<file path="config.mk">
export PLATFORM = sky130hd
export DESIGN_NAME = design_select_ctrl
export DESIGN_NICKNAME = d
export VERILOG_FILES = /design/src/rtl/design_select_ctrl.sv
export SDC_FILE = /design/constraint.sdc
export NUM_CORES = 1
export LEC_CHECK = 0
export CAP_MARGIN = 20
export CORE_MARGIN = 4
export CORE_UTILIZATION = 35
export CTS_CLUSTER_DIAMETER = 200
export CTS_CLUSTER_SIZE = 25
export DETAILED_ROUTE_END_ITERATION = 7
export PLACE_DENSITY_LB_ADDON = 0.1
export SYNTH_ARGS = -nofsm -noshare
export SYNTH_HDL_FRONTEND = slang
export SYNTH_SLANG_ARGS = --single-unit
</file>
<file path="constraint.sdc">
create_clock -name wb_clk_i -period 2.4 [get_ports wb_clk_i]
set_clock_uncertainty 0.1 [all_clocks]
set_input_delay 0.48 -clock wb_clk_i [delete_from_list [all_inputs] [get_ports wb_clk_i]]
set_output_delay 0.48 -clock wb_clk_i [all_outputs]
set_load 0.02 [all_outputs]
</file>
<file path="src/rtl/design_select_ctrl.sv">
// Wishbone-controlled selector that enables one of several designs on a
// shared bus, always inserting an all-off dead time between activations.
module design_select_ctrl #(
    parameter int          NUM_DESIGNS = 4,
    parameter int          DEAD_CYCLES = 4,
    parameter logic [31:0] BASE_ADDR   = 32'h3000_0000
) (
    input  logic                   wb_clk_i,
    input  logic                   wb_rst_i,
    input  logic                   wbs_stb_i,
    input  logic                   wbs_cyc_i,
    input  logic                   wbs_we_i,
    input  logic [31:0]            wbs_adr_i,
    input  logic [31:0]            wbs_dat_i,
    input  logic [3:0]             wbs_sel_i,
    output logic                   wbs_ack_o,
    output logic [31:0]            wbs_dat_o,
    output logic [NUM_DESIGNS-1:0] active_o
);

    typedef enum logic [1:0] {
        S_IDLE,
        S_BREAK,
        S_ON
    } state_t;

    localparam logic [8:0] LP_ND   = 9'(NUM_DESIGNS);
    localparam logic [7:0] LP_LAST = 8'(DEAD_CYCLES - 1);

    state_t                 r_state;
    logic [7:0]             r_cnt;
    logic [8:0]             r_sel;
    logic [7:0]             r_cur;
    logic [NUM_DESIGNS-1:0] r_act;
    logic                   r_ack;
    logic [31:0]            r_dat;

    logic [31:0] w_off;
    logic        w_hit;
    logic        w_req;
    logic        w_wr_sel;
    logic        w_same;
    logic        w_eff;
    logic        w_tgt_ok;
    logic [31:0] w_status;
    logic [31:0] w_rdata;

    assign w_off    = wbs_adr_i - BASE_ADDR;
    assign w_hit    = (w_off[31:3] == 29'd0);
    assign w_req    = wbs_stb_i & wbs_cyc_i & w_hit & ~r_ack;
    assign w_wr_sel = w_req & wbs_we_i & ~w_off[2]
                    & (wbs_sel_i[1:0] == 2'b11);
    // Rewriting the live selection must not bounce the enable
    assign w_same   = (r_state == S_ON) & wbs_dat_i[8]
                    & (wbs_dat_i[7:0] == r_cur);
    assign w_eff    = w_wr_sel & ~w_same;
    assign w_tgt_ok = r_sel[8] & ({1'b0, r_sel[7:0]} < LP_ND);

    assign w_status = {22'd0, (r_state == S_BREAK), (|r_act), r_cur};
    assign w_rdata  = w_off[2] ? w_status : {23'd0, r_sel};

    function automatic logic [NUM_DESIGNS-1:0] onehot(input logic [7:0] idx);
        logic [NUM_DESIGNS-1:0] v;
        v = '0;
        for (int i = 0; i < NUM_DESIGNS; i++) begin
            v[i] = (idx == i[7:0]);
        end
        return v;
    endfunction

    always_ff @(posedge wb_clk_i or posedge wb_rst_i) begin
        if (wb_rst_i) begin
            r_state <= S_IDLE;
            r_cnt   <= '0;
            r_sel   <= '0;
            r_cur   <= '0;
            r_act   <= '0;
            r_ack   <= 1'b0;
            r_dat   <= '0;
        end else begin
            r_ack <= w_req;
            r_dat <= (w_req & ~wbs_we_i) ? w_rdata : 32'd0;
            if (w_eff) begin
                r_sel   <= wbs_dat_i[8:0];
                r_state <= S_BREAK;
                r_cnt   <= '0;
                r_act   <= '0;
                r_cur   <= '0;
            end else begin
                case (r_state)
                    S_BREAK: begin
                        if (r_cnt == LP_LAST) begin
                            r_cnt <= '0;
                            if (w_tgt_ok) begin
                                r_state <= S_ON;
                                r_act   <= onehot(r_sel[7:0]);
                                r_cur   <= r_sel[7:0];
                            end else begin
                                r_state <= S_IDLE;
                            end
                        end else begin
                            r_cnt <= r_cnt + 8'd1;
                        end
                    end
                    S_IDLE, S_ON: begin
                        r_cnt <= '0;
                    end
                    default: begin
                        r_state <= S_IDLE;
                        r_act   <= '0;
                        r_cur   <= '0;
                    end
                endcase
            end
        end
    end

    assign wbs_ack_o = r_ack;
    assign wbs_dat_o = r_dat;
    assign active_o  = r_act;

endmodule

</file>
==> results.json <==
{
  "outcome": "complete, no violations",
  "cts_max_level": 2,
  "antenna_cells": 0,
  "cts_tree": "done",
  "core_area_mm2": 0.00610,
  "drcViolationCount": 0,
  "post-place-ws_ns": -0.226,
  "synth_edf_count": 0,
  "clk_pin_slew_ns": 0.08,
  "yosys_warnings": 0,
  "rsz0062_at_grt": "no",
  "reg2reg_from": "r_cnt[0]",
  "antenna_found_initial": 0,
  "firstDrtPassIters": 4,
  "slowest_delay_ns": 0.50,
  "utilization_pct": 50.4,
  "initial_core_util_pct": 37.0,
  "area_growth_pct": 36.3,
  "cpLargestDelayFamily": "buffers and inverters",
  "syn_inst": 212,
  "critPathLaunch": "wbs_adr_i[29]",
  "crit_slowest_cell": "clkdlybuf4s50_1",
  "final_cell_mix": "clkdlybuf4s50_1 (60), dfrtp_1 (42), conb_1 (22), nand2_1 (20), and3_1 (15)",
  "syn_avg_cell_area_um2": 10.6,
  "wl_per_cell_um": 14.0,
  "holdPathEnd": "r_sel[5]",
  "ys_ff_latch": 42,
  "arrival_ns": 2.35,
  "max-cap-violations": 0,
  "max-slew-margin-rel_pct": 49.6,
  "startpoint_type": "primary input",
  "cp.required_ns": 2.47,
  "die_area_mm2": 0.00779,
  "die_width_um": 88.2,
  "fill_cells": 554,
  "setup_viol": 0,
  "track_usage_pct": 13.1,
  "peakVddDrop_uv": 259,
  "timing.rr.end": "active_o[2]",
  "period_minus_slack_ns": 2.27,
  "crit_chain": "clkdlybuf4s50_1 -> ha_1 -> nor2_2 -> nand4_1 -> nor4_4 -> nand2_2 -> buf_4 -> mux2_4",
  "first_global_vias": 1664,
  "netlist_area_mm2": 0.00225,
  "vias_per_cell": 4.63,
  "hpwl_um": 3880,
  "clock_latency_ns": 0.29,
  "finalNonFillerCells": 361,
  "min_path_cells": 1,
  "die-height_um": 88.2,
  "synth-main-ff-cell": "dfrtp_1",
  "path_max_fanout": 4,
  "num_vias": 1671,
  "worstHoldStart": "r_sel[5]",
  "stdcell_area_mm2": 0.00307,
  "power_uw": 1410,
  "synth_cell_types": 42,
  "port_buffers": 60,
  "hold_violations": 0,
  "drtIter0Drc": 30,
  "grt_pass1_wl_um": 7910,
  "cts_root_buffer": "clkbuf_8",
  "cts.hold.buffers_added": 0,
  "worst-path-buf-inv": 2,
  "hold_path.class": "flip-flop to flip-flop",
  "postLayoutSetupSlackWorst_ns": 0.125,
  "dp_cells": 353,
  "clockBufferDepth": 2,
  "drt-total-wl_um": 5050,
  "crit_type": "primary input to flip-flop",
  "overflow": 0,
  "worst_pin_slew_ns": 0.752,
  "final_antenna_net_count": 0,
  "grt_max_degree": 43,
  "finalCritPeriodShare_pct": 94.8,
  "r2r_slack_ns": 0.37,
  "nets": 360,
  "max_freq_mhz": 440,
  "place_congestion": 0.818,
  "top_level_ports": 110,
  "layout-drive-gt1-share_pct": 14.7,
  "ys_seq_area_share_pct": 46.6,
  "p_leak_uw": 0.00148,
  "slew_violations": 0,
  "ff2ff_path_depth": 6,
  "power_density_mw_per_mm2": 459,
  "final_common_cell": "clkdlybuf4s50_1",
  "numCtsBuffers": 5,
  "cts_sinks": 42,
  "num_rows": 28,
  "synth-async-reset-ratio_pct": 100,
  "postPlaceCellArea_mm2": 0.00296,
  "end_kind": "flip-flop"
}
power breakdown:
| part | internal [uW] | switching [uW] |
|---|---|---|
| Sequential | 707 | 0.000000476 |
| Combinational | 81.6 | 74.0 |
| Clock | 306 | 240 |
per-stage QoR:
stage                     hold slack [ns]  TNS, ns
after CTS                           0.452        0
after global routing                0.462        0
after global placement              0.418    -5.69
after detailed placement            0.427    -6.00
final                               0.449        0
after floorplan                     0.396        0
worst max path at each step:
stage               endpoint  cells past startpoint
CTS                 r_sel[0]                      8
global route        r_cnt[6]                      9
global placement    r_sel[1]                      8
detailed placement  r_sel[1]                      8
finish              r_sel[0]                      8
floorplan           r_sel[0]                      7
area by class of cell:
cell class                 count  area (um^2)  share of cell area [%]
inverter                       4         15.0                   0.489
clock inverter                 3         40.0                    1.30
sequential                    42         1050                    34.2
tap                           75         93.8                    3.06
clock buffer                   5         68.8                    2.24
multi-input combinational    157         1060                    34.6
timing repair buffer          75          738                    24.0
Yosys cell counts (3+ instances only):
cell type | number | area share (%)
dfrtp_1 | 42 | 47
buf_4 | 22 | 7.3
nand2_1 | 20 | 3.3
and3_1 | 15 | 4.2
nor2_1 | 15 | 2.5
xor2_1 | 10 | 3.9
mux2_4 | 9 | 6.0
mux2i_1 | 8 | 3.6
clkbuf_1 | 5 | 0.83
nor4_1 | 5 | 1.4
and2_1 | 4 | 1.1
inv_1 | 4 | 0.67
nand4_1 | 4 | 1.1
xnor2_1 | 4 | 1.6
a21oi_1 | 3 | 0.67
nor3_1 | 3 | 0.67
nor4_2 | 3 | 1.7
sequential cells by signal, summed over array words and instances, names as in the netlist:
signal     cells
r_sel          9
r_cnt          8
active_o       4
wbs_ack_o      1
wbs_dat_o     10
r_cur          8
r_state        2
per-layer routing:
layer  wire [um]  vias up  track usage, %  part of all wire (%)
li1            -      831               -                     -
met1        2390      791            19.0                    47
met2        2310       47            19.9                    46
met3         333        2            2.89                   6.6
met4          25        0            3.30                  0.49
met5           0        -               0                     0
cells by family after synthesis:
logic type	count (synthesis)	synth area share (%)
and+or+nand+nor	86	22.4
DFF	42	46.6
buffers and inverters	34	9.77
muxes	19	10.5
AOI/OAI and AO/OA	14	3.94
xor gates and xnor gates	14	5.44
adders and majority gates	2	1.11
other	1	0.166
what timing repair did:
action / CTS / global route
gates resized for setup: 0 / 1
setup buffers: 0 / 0
setup endpoints to repair: 0 / 25
Note: power is estimated with default switching activity, not from simulation.
==> edit 1, RTL diff (same flow settings) <==
The 3 states of `state_t` get a one-hot encoding in 3 bits.
--- a/src/rtl/design_select_ctrl.sv
+++ b/src/rtl/design_select_ctrl.sv
@@ -18,10 +18,10 @@
     output logic [NUM_DESIGNS-1:0] active_o
 );
 
-    typedef enum logic [1:0] {
-        S_IDLE,
-        S_BREAK,
-        S_ON
+    typedef enum logic [2:0] {
+        S_IDLE  = 3'b001,
+        S_BREAK = 3'b010,
+        S_ON    = 3'b100
     } state_t;
 
     localparam logic [8:0] LP_ND   = 9'(NUM_DESIGNS);
Check against the original RTL: same outputs for any inputs over 10 cycles, from zero or initial values and one cycle with wb_rst_i high; not proved beyond that.
==> edit 1 against the unedited design <==
Die area rose by 0.60%. Cell count grew 0.55%. Total power up 9.5%. Sequential power increased by 2%. Worst setup slack lost 0.021 ns. Design area grew 0.82%. Combinational power down 4%. Area after synthesis up 0.67%. Via count is 6.0% higher. Wire length increased by 8.7%. Sequential cell count rose by 1. Largest power group unchanged.
==> edit 1: results <==
[critical_path]
worst-endpoint-arrival_ns = 2.38
rr_startpoint = r_sel[4]
worst-path-max-fanout = 8
critPathLaunch = wbs_adr_i[14]
crit_family = simple AND/OR/NAND/NOR gates
r2r_setup_slack_ns = 0.24
worstReg2RegEnd = r_cur[0]
crit_slowest_cell = or4_1

[synth]
synth-compound-area-share_pct = 8.05
synth-seq-area-share_pct = 47.5
synth_common_cells = dfrtp_1 (42), nor2_1 (28), buf_4 (22)
synth.area.mux_share_pct = 8.49
synthAdderAreaFrac_pct = 1.10
synth.area.top_cells = dfrtp_1 (46%), buf_4 (7.3%), nor2_1 (4.6%)
ys_types = 45

[final_layout]
drive_gt1_share_pct = 16.4

[grt]
grt_first_pass_wirelength_um = 9160
grt_max_degree = 18
grt_use_met3_pct = 2.70
grt_use_total_pct = 15.2

[status]
status = finished, final reports clean

[routing]
first_iter_violations = 53
wl_met1_um = 2410
wl_per_cell_um = 15.1
viasPerCell = 4.88
drt-total-wl_um = 5490
wl_met3_um = 215
wl_met2_um = 2800

[timing]
max_slew_margin_pct = 66.7
holdWs_ns = 0.357

[placed_design]
placed_cells_incl_taps = 352
dpl_cell_area_sq_um = 2920

[power_and_ir_drop]
peakVddDrop_uv = 217

[clock_network]
post-cts-setup-buffers = 1
cts_resized = 14

[min_path]
hp-class = primary input to async pin
edit 1: cell count changes in the layout (fill, tap and decap cells not counted), moves of 4 or more:
cell / before / now
nand2_1: 20 / 5
nor2_1: 14 / 28
and3_1: 15 / 3
and3_2: 0 / 7
clkdlybuf4s50_1: 60 / 54
mux2_4: 9 / 3
o21ai_0: 1 / 7
nor3b_1: 2 / 7
a32oi_1: 0 / 4
and2_1: 4 / 0
mux2_2: 2 / 6
edit 1: report_power, final:
| part | total, mW | internal (mW) | leakage, nW | switching, mW |
|---|---|---|---|---|
| Clock | 0.670 | 0.416 | 0.0654 | 0.254 |
| Sequential | 0.724 | 0.724 | 0.598 | 0.000000000424 |
| Combinational | 0.149 | 0.0774 | 0.803 | 0.0720 |
edit 1: area by class of cell:
cell class / instances / area (sq um)
multi-input combinational: 159 / 1070
fill: 607 / 3220
clock buffer: 6 / 72.6
timing repair buffer: 72 / 699
clock inverter: 2 / 60.1
inverter: 4 / 15.0
tap: 77 / 96.3
sequential: 43 / 1080
==> edit 2, RTL diff (same flow settings) <==
Made on the original files. `NUM_DESIGNS`: 4 -> 3.
--- a/src/rtl/design_select_ctrl.sv
+++ b/src/rtl/design_select_ctrl.sv
@@ -1,7 +1,7 @@
 // Wishbone-controlled selector that enables one of several designs on a
 // shared bus, always inserting an all-off dead time between activations.
 module design_select_ctrl #(
-    parameter int          NUM_DESIGNS = 4,
+    parameter int          NUM_DESIGNS = 3,
     parameter int          DEAD_CYCLES = 4,
     parameter logic [31:0] BASE_ADDR   = 32'h3000_0000
 ) (
Ports: changed (resized active_o); port bits go from 110 to 109. No check against the original RTL was run, so the function may have changed too.
==> edit 2 against the unedited design <==
Area after synthesis increased by 0.39%. Sequential share of layout area decreased by 1.6 points. Design area increased by 2.3%. Largest cell class unchanged. Fmax decreased by 1.1%. Total power decreased by 1.6%. Sequential power decreased by 2%. Highest routed layer unchanged. Worst setup slack got worse by 0.026 ns. Wire length increased by 7.9%. Register-to-register slack got worse by 0.08 ns. Sequential cell count decreased by 1.
==> edit 2: results <==
[grt]
grt_max_degree = 42
antenna_found_initial = 0
grt_pass1_vias = 1687
grt_use_total_pct = 14.2
grt_first_pass_wirelength_um = 8470

[synth]
yosysWarnings = 0
ys_types = 44
synth.area.top_cells = dfrtp_1 (45%), buf_4 (7.6%), mux2_4 (6.0%)
synth_common_cells = dfrtp_1 (41), buf_4 (23), nor2_1 (15)
synth-seq-area-share_pct = 45.4

[placed_design]
dp_hpwl_um = 4060
dpl_cell_area_sq_um = 2930
gp_congestion = 0.754
portBuffers = 59

[critical_path]
ff2ff_path_depth = 6
worstReg2RegEnd = r_sel[0]
r2r_setup_slack_ns = 0.29
worst-endpoint-arrival_ns = 2.38
rr_startpoint = wbs_ack_o
worst-path-max-fanout = 5

[power_and_ir_drop]
peakVddDrop_uv = 329
leakage_nw = 1.49

[status]
status = finished, final reports clean

[clock_network]
cts_made_buffers = 5
clk_latency_ns = 0.29
h-tree-depth = 2
ctsLongestPathBuffers = 2
cts-root-buf = clkbuf_8

[final_layout]
num_antenna_cells = 0
multi_input_area_sq_um = 1140
nFillCells = 593
nNetsFinal = 355
drive_gt1_share_pct = 15.4

[routing]
first_iter_violations = 62
viasPerCell = 4.84
wl_per_cell_um = 15.3
dr.pass1.iters = 4

[min_path]
hold_end = r_sel[4]
hold_start = r_sel[4]

[timing]
tightest_slew_ns = 0.528
holdWs_ns = 0.451
-- edit 2: cell count changes after synthesis, sizes merged, moves of 3 or more --
cell,delta
xor2,-8
nand2b,+4
nor4,-3
xnor2,+8
and3,-8
nand3,+6
and2,-3
a21boi,+3
nor3,+3
nand2,-13
and3b,+7
-- edit 2: where the power goes --
group	internal (mW)	switching (mW)
Combinational	0.0848	0.0761
Clock	0.302	0.233
Sequential	0.690	0.000000000651
Total	1.08	0.309
-- edit 2: worst max-delay path: stages --
cell and delay, ns:
clkdlybuf4s50_1 0.44, nor4bb_4 0.29, nand4_1 0.19, nor3_4 0.27, o311ai_4 0.22, clkbuf_16 0.21
mux2_4 0.28
-- edit 2: worst max path at each step --
stage                  start       end  slack [ns]  depth (start not counted)
2_1_floorplan  wbs_adr_i[28]  r_sel[0]        0.28                          7
3_3_place_gp       wbs_stb_i  r_sel[5]       -0.35                          7
3_5_place_dp   wbs_adr_i[28]  r_sel[7]       -0.39                          8
4_1_cts        wbs_adr_i[28]  r_sel[5]       0.001                          8
5_1_grt         wbs_adr_i[4]  r_sel[7]        0.01                          7
6_report        wbs_adr_i[4]  r_sel[0]         0.1                          7
-- edit 2: per-stage QoR --
stage	TNS (ns)	cells	setup slack, ns
floorplan	0	227	0.285
global placement	-10.05	347	-0.351
detailed placement	-11.29	347	-0.388
CTS	0	354	0.00140
global route	0	357	0.0123
finish	0	357	0.0989
-- edit 2: cells by family after synthesis --
logic type                 Yosys count  synth area share [%]
and+or+nand+nor                     81                  22.2
DFF                                 41                  45.4
buffers and inverters               31                  9.40
muxes                               19                  10.4
AOI/OAI and AO/OA                   17                  5.92
xor gates and xnor gates            14                  5.42
adders and majority gates            2                  1.11
other                                1                 0.166
-- edit 2: repair_timing --
action / 4_1_cts / 5_1_grt
gates cloned: 0 / 2
hold endpoints to repair: 0 / 0
pin swaps: 1 / 7
gates resized for setup: 1 / 8
buffers inserted: 0 / 1
hold buffers: 0 / 0
setup endpoints to repair: 16 / 17
-- edit 2: per-layer routing --
layer | up-vias | wire length, um | track usage (%)
met5 | - | 0 | 0
li1 | 826 | - | -
met3 | 8 | 473 | 3.54
met1 | 822 | 2340 | 18.4
met2 | 71 | 2560 | 23.0
met4 | 0 | 80 | 5.63
-- edit 2: area by class of cell --
type	count	area share, %
multi-input combinational	155	36.2
sequential	41	32.7
timing repair buffer	75	24.5
tap	77	3.07
clock buffer	5	2.19
clock inverter	2	1.12
inverter	2	0.239
